===== src/rtl/fetch_unit.sv =====
// Instruction-fetch stage: owns the PC, addresses the instruction memory and
// registers the returned word into the IF/ID pipeline register.
//
// Control semantics: there is no valid/ready handshake with the instruction
// memory. It answers imem_pc combinationally in the same cycle. The decoder
// side sees if_id_valid, and a word is delivered on every edge that is not
// reset, redirect, done-hold or stall. Priority per edge is
// rst > redirect > fetch_done hold > stall > advance.
module fetch_unit #(
    parameter int                PC_W     = 8,
    parameter int                INSTR_W  = 32,
    parameter logic [PC_W-1:0]   RESET_PC = 8'h00,
    parameter logic [PC_W-1:0]   LAST_PC  = 8'hFC,
    parameter int                CNT_W    = 16
) (
    input  logic                 clk,
    input  logic                 rst,
    input  logic                 stall,
    input  logic                 redirect,
    input  logic [PC_W-1:0]      redirect_pc,
    output logic [PC_W-1:0]      imem_pc,
    input  logic [INSTR_W-1:0]   imem_instr,
    output logic [PC_W-1:0]      if_id_pc,
    output logic [INSTR_W-1:0]   if_id_instr,
    output logic                 if_id_valid,
    output logic                 fetch_done,
    output logic [CNT_W-1:0]     fetch_count
);

    logic [PC_W-1:0]  pc;
    logic [PC_W-1:0]  redirect_aligned;
    logic [PC_W-1:0]  pc_plus4;
    logic [CNT_W-1:0] count_next;
    logic             at_last;

    // Derived values: word-aligned redirect target, sequential PC, saturating count.
    always_comb begin
        redirect_aligned = {redirect_pc[PC_W-1:2], 2'b00};
        pc_plus4         = pc + PC_W'(4);
        at_last          = (pc == LAST_PC);
        count_next       = fetch_count;
        if (fetch_count != {CNT_W{1'b1}}) begin
            count_next = fetch_count + CNT_W'(1);
        end
    end

    // PC, IF/ID register, end-of-program flag and delivery counter.
    always_ff @(posedge clk) begin
        if (rst) begin
            pc          <= RESET_PC;
            if_id_pc    <= '0;
            if_id_instr <= '0;
            if_id_valid <= 1'b0;
            fetch_done  <= 1'b0;
            fetch_count <= '0;
        end else if (redirect) begin
            // One bubble: the target word is fetched on the next edge.
            pc          <= redirect_aligned;
            if_id_valid <= 1'b0;
            fetch_done  <= 1'b0;
        end else if (fetch_done) begin
            // Program ended: keep PC parked on the last word, emit bubbles.
            if_id_valid <= 1'b0;
        end else if (!stall) begin
            if_id_pc    <= pc;
            if_id_instr <= imem_instr;
            if_id_valid <= 1'b1;
            fetch_count <= count_next;
            if (at_last) begin
                // Last word is delivered once; PC never wraps back to 0.
                fetch_done <= 1'b1;
            end else begin
                pc <= pc_plus4;
            end
        end
    end

    assign imem_pc = pc;

endmodule

===== config.mk =====
export PLATFORM = sky130hd
export DESIGN_NAME = fetch_unit
export DESIGN_NICKNAME = d
export VERILOG_FILES = /design/src/rtl/fetch_unit.sv
export SDC_FILE = /design/constraint.sdc
export NUM_CORES = 1
export LEC_CHECK = 0
export CORE_UTILIZATION = 45
export CTS_BUF_LIST = sky130_fd_sc_hd__clkbuf_2 sky130_fd_sc_hd__clkbuf_4 sky130_fd_sc_hd__clkbuf_8
export DETAILED_ROUTE_END_ITERATION = 16
export PLACE_DENSITY = 0.87
export SYNTH_ARGS = -nofsm -noshare
export SYNTH_HDL_FRONTEND = slang
export SYNTH_SLANG_ARGS = --single-unit

===== constraint.sdc =====
create_clock -name clk -period 4.97 [get_ports clk]
set_input_delay 1.491 -clock clk [delete_from_list [all_inputs] [get_ports clk]]
set_output_delay 1.491 -clock clk [all_outputs]
set_load 0.01 [all_outputs]

After elaboration in Yosys (flattened, before gate mapping) --
Cells that the tools add are included.
Word-level totals: word-level logic and storage cells 31, bits in registers 66, input bits 44
Operators by class: multiplexer cells 7, add/sub/neg operators 2, bitwise operators 4, reduce and logical (&&, ||, !) cells 6, eq/ne operators 5
Operator list (number):
- two-way mux 8 bit | 4
- adder 16 x 1 -> 16 bit, second input constant | 1
- inequality test 16 bit, second input constant | 1
- AND reduction 3 bit | 3
- adder 8 x 3 -> 8 bit, second input constant | 1
- == test 8 bit, second input constant | 1
- inequality test 2 bit, second input constant | 2
- inverter 1 bit | 4
- AND reduction 4 bit | 1
- two-way mux 1 bit | 3
- OR reduction 3 bit | 1
- inequality test 2 x 1 -> 1 bit, second input constant | 1
- OR reduction 2 bit | 1

Depth between registers and ports, before layout --
Gate-level depths: netlist of run 1.
depth in word-level cells 5, gate-level depth with buffers 6, gate-level depth less buffers 5

Least setup slack after synthesis of run 1 --
No wires, ideal clock.
path kind input port to flip-flop, start point in stall, end point reg fetch_count[6], arrival 2.852 ns, library setup time 0.070 ns, buffers on the path 1, stages on the path 5, data required time 4.900 ns, slack 2.048 ns, cell sequence or3_4 > or2_1 > buf_6 > or4_1 > a21oi_1
On the way: longest elaborated chain between the ends 2
RTL lines:
- start, declared | RTL line 18 | input logic stall,
- inverter 1 bit (no line)
- AND reduction 4 bit (no line)
- end signal, assigned | RTL line 68 | fetch_count <= count_next;
- end, declared | RTL line 27 | output logic [CNT_W-1:0] fetch_count
Every way passes these cells. A chain may end at the register's enable or synchronous reset.

Worst setup path after layout of run 1 --
start point in redirect, end point reg fetch_count[14]
On the way: longest elaborated chain between the ends 2
RTL lines:
- start, declared | RTL line 19 | input logic redirect,
- inverter 1 bit (no line)
- AND reduction 4 bit (no line)
Every way passes these cells.

==> metrics.cfg, run 1 <==
[run_status]
status=completed

[layout]
n_antenna_cell=0
final_area_sq_um=3802
synthToLayoutAreaGrowth_pct=49.41
drive_gt1_share_pct=5.556
nets=455
stdcell_count=486

[die]
die_w_um=77.20
dieArea_sq_um=5960
start_util_pct=46.50
core_area_sq_um=5473
fp.dieH_um=77.20
num_io_pins=110
row_count=27

[clocking]
clk_latency_ns=0.33
tritoncts=built
cts-resized-gates=0
numCtsBuffers=9
clk_path_buf_depth=2
cts.htree.levels=3
clkSinkCount=62
post-cts-setup-buffers=0
clk_pin_slew_ns=0.07
hold_buffers=0
clockRootBuffer=clkbuf_8

[min_path]
hp-class=reg -> reg

[synthesis]
yosys.area.top_type=dfxtp_1
synth_edf_count=0
syn_inst=314
synth_top_cells_by_area=dfxtp_1, nand2_1, a21oi_1
synth_top_family_by_area=simple AND/OR/NAND/NOR gates
ys_warn_count=0
synth_compound_area_share_pct=18.93
async_flop_share_pct=0
synth_fa_ha_area_share_pct=0.9833
ys_seq_elements=62
syn_area_sq_um=2545
synth.most_common_cell=nand2_1
yosysSeqAreaShare_pct=48.77
yosys-top-cells-count=nand2_1, dfxtp_1, a21oi_1
synth.mux.area_fraction_pct=0.3933
avgSynthCellArea_sq_um=8.105
ys.flop_type=dfxtp_1
yosysUniqueCellTypes=41
synth_xor_xnor_area_share_pct=0.6883
synth_top_area_share_pct=48.77
synthSimpleGateAreaFrac_pct=24.93

[critical_path]
max_stage_delay_ns=0.66
required_ns=5.22
slowest_stage=or3_4
cp_max_fo=51
arrival_ns=3.82
cp_top_family=simple AND/OR/NAND/NOR gates
critPathBufInv=1
path_cells=clkdlybuf4s50_1 -> or3_4 -> or2_1 -> or4_1 -> a21oi_1
end_kind=flip-flop
worstSetupStartpointType=primary input
critPathKind=in -> reg

[timing]
slew_headroom_pct=23.65
slew_violations=0
fmax_ghz=0.2802
rsz0062_at_grt=no
skew_ns=0.007838
min_period_ns=3.569
finalSetupViolations=0
tightestPinTransition_ns=1.145
setup_tns_ns=0
hold_violations=0
fin_crit_sh_pct=71.81

[pwr]
ir_drop_uv=263.4
power.leakage_nw=1.320
powerDensity_nw_per_um2=304.1

[drt]
antenna_left=0
vias_per_cell=5.465
drt-initial-drc-count=178
vias=2656
drt-wirelength-per-cell_um=13.82
firstDrtPassIters=4
drc=0
routed_wl_um=6718

[job]
max_cap_violations=0

[placed_design]
dp_hpwl_um=4298
dpl-instance-area_sq_um=3580
place_congestion=0.7803
dpl.cell_count=470
portBuffers=103

[grt]
grt_pass1_vias=2592
antenna_found_initial=0
grtUsageTotal_pct=23.59
grt_max_degree=63
overflow=0
grt_first_pass_wirelength_um=11340

-- placed cells by master (no fill, tap or decap), types with 2 or more instances in the layout --
| cell type | n |
|---|---|
| buf_4 | 2 |
| bufinv_16 | 2 |
| clkbuf_8 | 10 |
| a211oi_1 | 3 |
| conb_1 | 4 |
| and4_1 | 3 |
| clkbuf_4 | 2 |
| nand2_1 | 82 |
| ha_1 | 2 |
| clkdlybuf4s50_1 | 102 |
| clkinv_2 | 2 |
| o21ai_1 | 5 |
| nand3_1 | 7 |
| nand4_1 | 8 |
| nor2_1 | 7 |
| inv_1 | 5 |
| o31ai_1 | 10 |
| or3_1 | 5 |
| or4_1 | 9 |
| a21oi_1 | 56 |
| nor3_1 | 3 |
| dfxtp_1 | 62 |
-- logic make-up after synthesis --
family,Yosys count
other,1
AND/OR/NAND/NOR,133
AO/OA/AOI/OAI,84
flip-flops,62
buffers and inverters,29
adder cells (fa/ha/maj),2
multiplexers,1
XOR/XNOR,2
-- power breakdown --
| group | switching, mW | internal, mW |
|---|---|---|
| registers | 0.0148 | 0.515 |
| logic | 0.0576 | 0.0729 |
| clock network | 0.190 | 0.306 |
| total | 0.262 | 0.894 |
-- area by class of cell --
| type | instances | area (sq um) |
|---|---|---|
| inverters | 5 | 18.77 |
| clock inverters | 4 | 70.07 |
| multi-input cells | 226 | 1189 |
| well taps | 72 | 90.09 |
| fillers | 465 | 1670 |
| repair buffers | 105 | 1041 |
| clock buffers | 12 | 152.6 |
| flip-flops and latches | 62 | 1241 |
-- worst min-delay path, stage by stage, from the launching register on --
cell and delay, ns:
dfxtp_1 0.31, nand2_1 0.05, a21oi_1 0.05
-- path summary, 6_finish.rpt --
kind	start	to	slack, ns	depth (start not counted)
setup / recovery	redirect	fetch_count[14]	1.40	5
hold reg to reg	if_id_instr[16]	if_id_instr[16]	0.45	2
setup reg to reg	fetch_done	fetch_count[14]	2.78	4
hold / removal	if_id_instr[16]	if_id_instr[16]	0.45	2
-- stage by stage --
step | setup slack [ns] | hold slack [ns] | total power, mW | util [%]
final | 1.401 | 0.4540 | 1.156 | 69.48
after global routing | 1.292 | 0.4792 | 1.202 | 69.48
after CTS | 1.414 | 0.4573 | 1.164 | 69.48
after detailed placement | 1.061 | 0.4476 | 0.6704 | 65.41
after global placement | 1.100 | 0.4405 | 0.6670 | 65.41
after floorplan | 2.048 | 0.4805 | 0.5938 | -
-- registers in the layout, indices dropped and copies added (netlist names) --
name,flops
if_id_instr,32
fetch_count,16
if_id_pc,6
imem_pc,6
fetch_done,1
if_id_valid,1
-- layer usage --
metal	vias up	wire, um	GRT usage (%)
li1	1296	-	-
met1	1255	2934	26.83
met2	91	3206	40.53
met3	14	419	6.667
met4	0	157	10.94
met5	-	0	0
No activity file was read; power rests on OpenSTA's default activity.
==> inputs of run 2 (changes only) <==
--- a/config.mk
+++ b/config.mk
@@ -5,10 +5,10 @@
 export SDC_FILE = /design/constraint.sdc
 export NUM_CORES = 1
 export LEC_CHECK = 0
-export CORE_UTILIZATION = 45
+export CORE_UTILIZATION = 39
 export CTS_BUF_LIST = sky130_fd_sc_hd__clkbuf_2 sky130_fd_sc_hd__clkbuf_4 sky130_fd_sc_hd__clkbuf_8
 export DETAILED_ROUTE_END_ITERATION = 16
-export PLACE_DENSITY = 0.87
+export PLACE_DENSITY = 0.8
 export SYNTH_ARGS = -nofsm -noshare
 export SYNTH_HDL_FRONTEND = slang
 export SYNTH_SLANG_ARGS = --single-unit
==> constraint.sdc (replaced) <==
create_clock -name clk -period 3.03 [get_ports clk]
set_input_delay 0.909 -clock clk [delete_from_list [all_inputs] [get_ports clk]]
set_output_delay 0.909 -clock clk [all_outputs]
set_load 0.01 [all_outputs]
==> run 2 against run 1 <==
Critical path depth unchanged. Final cell count increased by 2.1%. Via count down 2.0%. Wire length down 0.58%. Sequential power up 64%. Die area increased by 15%.
==> metrics.cfg, run 2 (synthesized netlist as in run 1, its figures left out) <==
[critical_path]
rrSetupSlack_ns=1.12
slowest_stage=or4_1
reg2reg_from=fetch_done
end_kind=flip-flop
path_cells=clkdlybuf4s50_1 -> or3_4 -> or2_1 -> or4_1 -> a21oi_1
cp_max_fo=12
required_ns=3.30
r2r_cells=4
r2r-end=fetch_count[14]
critPathKind=in -> reg
arrival_ns=2.88
max_stage_delay_ns=0.53
worstSetupStartpointType=primary input

[drt]
vias=2604
firstDrtPassIters=4
antenna_left=0
drt-wirelength-per-cell_um=13.47
routed_wl_um=6679
drt-initial-drc-count=114
vias_per_cell=5.250
drc=0

[die]
core_area_sq_um=6314
row_count=29
die_w_um=82.78
dieArea_sq_um=6853
num_io_pins=110
fp.dieH_um=82.78
start_util_pct=40.31

[layout]
drive_gt1_share_pct=6.683
n_antenna_cell=0
stdcell_count=496
final_cell_mix=clkdlybuf4s50_1, nand2_1, dfxtp_1, a21oi_1, o31ai_1
final_area_sq_um=3834
nets=460
seqCellArea_sq_um=1241
fillers=566
synthToLayoutAreaGrowth_pct=50.64
top_register=if_id_instr
layout_commonest_cell=clkdlybuf4s50_1
largest_reg_flops=32
top_regs=if_id_instr: 32 flops, fetch_count: 16 flops
multi_input_area_sq_um=1189

[clocking]
clockRootBuffer=clkbuf_8
tritoncts=built
post-cts-setup-buffers=0
clkSinkCount=62
hold_buffers=0
clk_path_buf_depth=2
cts-resized-gates=0
clk_latency_ns=0.33
clk_pin_slew_ns=0.07
numCtsBuffers=9
cts.htree.levels=3

[placed_design]
dpl.cell_count=480
portBuffers=103
place_congestion=0.8457
dp_hpwl_um=4610
dpl-instance-area_sq_um=3636

[timing]
finalSetupViolations=0
hold_violations=0
setup_tns_ns=0
fmax_ghz=0.3827
tightestPinTransition_ns=0.6468
rsz0062_at_grt=no
skew_ns=0.002833
slew_violations=0
slew_headroom_pct=56.88
min_period_ns=2.613
fin_crit_sh_pct=86.24

[grt]
grt_max_degree=41
grt_first_pass_wirelength_um=10540
grt_pass1_vias=2337
antenna_found_initial=0
overflow=0
grtUsageTotal_pct=20.42

[min_path]
hp-class=reg -> reg
min_to=if_id_instr[4]
min_from=if_id_instr[4]
hold_depth=2

[pwr]
powerDensity_nw_per_um2=471.8
ir_drop_uv=332.6
power.leakage_nw=1.331

[run_status]
status=completed

[job]
max_cap_violations=0

==> run 2: layer usage <==
metal / track usage, % / vias to the layer above / share of wire, %
li1: - / 1307 / -
met1: 24.45 / 1208 / 43
met2: 31.80 / 82 / 46
met3: 9.836 / 7 / 9.5
met4: 7.069 / 0 / 0.93
met5: 0 / - / 0
==> run 2: worst max path at each step <==
| stage | from | end | slack [ns] | depth (start not counted) |
|---|---|---|---|---|
| 6_report | stall | fetch_count[14] | 0.42 | 5 |
| 2_1_floorplan | stall | fetch_count[6] | 0.69 | 5 |
| 3_3_place_gp | stall | fetch_count[8] | 0.1 | 5 |
| 5_1_grt | stall | fetch_count[14] | 0.33 | 5 |
| 4_1_cts | stall | fetch_count[14] | 0.44 | 5 |
| 3_5_place_dp | stall | fetch_count[14] | 0.08 | 5 |
==> run 2: critical path, delay by kind of cell <==
| family | cells | cell delay, ns |
|---|---|---|
| buf+inv | 1 | 0.45 |
| simple gates | 3 | 1.37 |
| compound gates | 1 | 0.15 |
==> run 2: stage by stage <==
step           util (%)  hold WS (ns)  setup WS [ns]  total power [mW]
2_1_floorplan         -        0.4805         0.6900            0.9740
3_3_place_gp      57.59        0.4406        0.09816             1.102
3_5_place_dp      57.59        0.4486        0.08419             1.107
4_1_cts           60.72        0.4590         0.4397             1.832
5_1_grt           60.72        0.4798         0.3280             1.895
6_report          60.72        0.4553         0.4170             1.809
==> run 2: final cells by class <==
cell class | instances | share of cell area [%]
clock buffer | 9 | 3.231
tap | 77 | 2.513
clock inverter | 7 | 1.926
timing repair buffer | 110 | 28.46
sequential | 62 | 32.38
inverter | 5 | 0.4896
multi-input combinational | 226 | 31.01
==> run 2: report_power, final <==
part           switching (mW)  leakage, nW  total (mW)  internal [mW]
clock network           0.339       0.0996       0.721          0.382
logic                  0.0949        0.726       0.220          0.125
registers              0.0235        0.505       0.868          0.844
==> inputs of run 3 (changes only) <==
--- a/config.mk
+++ b/config.mk
@@ -5,8 +5,10 @@
 export SDC_FILE = /design/constraint.sdc
 export NUM_CORES = 1
 export LEC_CHECK = 0
+export CORE_ASPECT_RATIO = 1.1
 export CORE_UTILIZATION = 39
 export CTS_BUF_LIST = sky130_fd_sc_hd__clkbuf_2 sky130_fd_sc_hd__clkbuf_4 sky130_fd_sc_hd__clkbuf_8
+export CTS_CLUSTER_DIAMETER = 150
 export DETAILED_ROUTE_END_ITERATION = 16
 export PLACE_DENSITY = 0.8
 export SYNTH_ARGS = -nofsm -noshare
==> run 3 against run 2 <==
First-iteration DRC count shrank 9.6%. Final cell count up 0.60%. Clock power increased by 12%. Sequential power hardly changed. Core utilization up 1.4 points. Critical path depth stayed put. Register-to-register slack improved by 0.03 ns. Combinational power hardly changed. Critical path type unchanged. Largest cell class unchanged. Largest power group unchanged.
==> metrics.cfg, run 3 (synthesized netlist as in run 1, its figures left out) <==
[grt]
grt_max_degree=36
antenna_found_initial=0
grt_first_pass_wirelength_um=11180
grt_pass1_vias=2479
grtUsageTotal_pct=20.58
overflow=0

[die]
num_io_pins=110
die_w_um=79.02
fp.dieH_um=86.73
start_util_pct=40.84
dieArea_sq_um=6853
row_count=30
core_area_sq_um=6231

[min_path]
min_from=if_id_instr[29]
hp-class=reg -> reg
hold_depth=2

[timing]
setup_tns_ns=0
skew_ns=0.005101
min_period_ns=2.536
hold_violations=0
tightestPinTransition_ns=0.7075
slew_headroom_pct=52.84
fin_crit_sh_pct=83.70
slew_violations=0
fmax_ghz=0.3943
finalSetupViolations=0
rsz0062_at_grt=no

[clocking]
cts.htree.levels=3
clkSinkCount=62
post-cts-setup-buffers=0
clk_pin_slew_ns=0.07
cts-resized-gates=0
clk_latency_ns=0.33
hold_buffers=0
clk_path_buf_depth=2
tritoncts=built
numCtsBuffers=9
clockRootBuffer=clkbuf_8

[layout]
layout_commonest_cell=clkdlybuf4s50_1
synthToLayoutAreaGrowth_pct=52.02
top_regs=if_id_instr: 32 flops, fetch_count: 16 flops
largest_reg_flops=32
n_antenna_cell=0
seqCellArea_sq_um=1241
nets=461
final_area_sq_um=3869
fillers=557
top_register=if_id_instr
multi_input_area_sq_um=1189
drive_gt1_share_pct=6.683
final_cell_mix=clkdlybuf4s50_1, nand2_1, dfxtp_1, a21oi_1, clkbuf_8
fin_util_pct=62.09

[drt]
firstDrtPassIters=4
routed_wl_um=6724
antenna_left=0
drc=0
drt-wirelength-per-cell_um=13.47
vias_per_cell=5.224
vias=2607
drt-initial-drc-count=103

[critical_path]
reg2reg_from=fetch_count[0]
worstSetupStartpointType=primary input
cp_max_fo=12
r2r_cells=5
required_ns=3.29
arrival_ns=2.79
critical_path.startpoint=stall
end_kind=flip-flop
critPathKind=in -> reg

[pwr]
power.leakage_nw=1.351
powerDensity_nw_per_um2=490.3
ir_drop_uv=268.0

[run_status]
status=completed

[placed_design]
dp_hpwl_um=4719
portBuffers=103
dpl-instance-area_sq_um=3647
place_congestion=0.7646

[job]
max_cap_violations=0

-- run 3: where the power goes --
part	internal, mW	switching (mW)	total (mW)
logic	0.126	0.0949	0.221
registers	0.845	0.0232	0.868
clock network	0.501	0.307	0.808
-- run 3: worst paths after layout --
kind	endpoint	slack, ns
setup reg to reg	fetch_count[14]	1.15
hold / removal	if_id_instr[29]	0.45
setup / recovery	fetch_count[14]	0.49
hold reg to reg	if_id_instr[29]	0.45
-- run 3: per-stage QoR --
stage | hold WS (ns) | worst slack [ns] | std cells | power [mW]
global route | 0.4745 | 0.4310 | 499 | 1.974
global placement | 0.4403 | 0.1938 | 484 | 1.103
finish | 0.4531 | 0.4939 | 499 | 1.897
floorplan | 0.4805 | 0.6900 | 317 | 0.9740
detailed placement | 0.4470 | 0.1689 | 484 | 1.107
CTS | 0.4552 | 0.5145 | 499 | 1.917
-- run 3: per-layer routing --
layer	vias up	track usage, %	routed length (um)
li1	1302	-	-
met1	1211	23.08	2744
met2	82	35.58	3481
met3	12	5.579	395
met4	0	10.58	103
met5	-	0	0
-- run 3: cell type report --
cell class / instances / area share, %
flip-flops and latches: 62 / 32.08
multi-input cells: 226 / 30.72
repair buffers: 111 / 28.40
clock buffers: 11 / 3.913
well taps: 80 / 2.587
clock inverters: 4 / 1.811
inverters: 5 / 0.4851
-- run 3: critical path, stage by stage --
cell,delay (ns)
clkdlybuf4s50_1,0.43
or3_4,0.39
or2_1,0.37
or4_1,0.54
a21oi_1,0.15
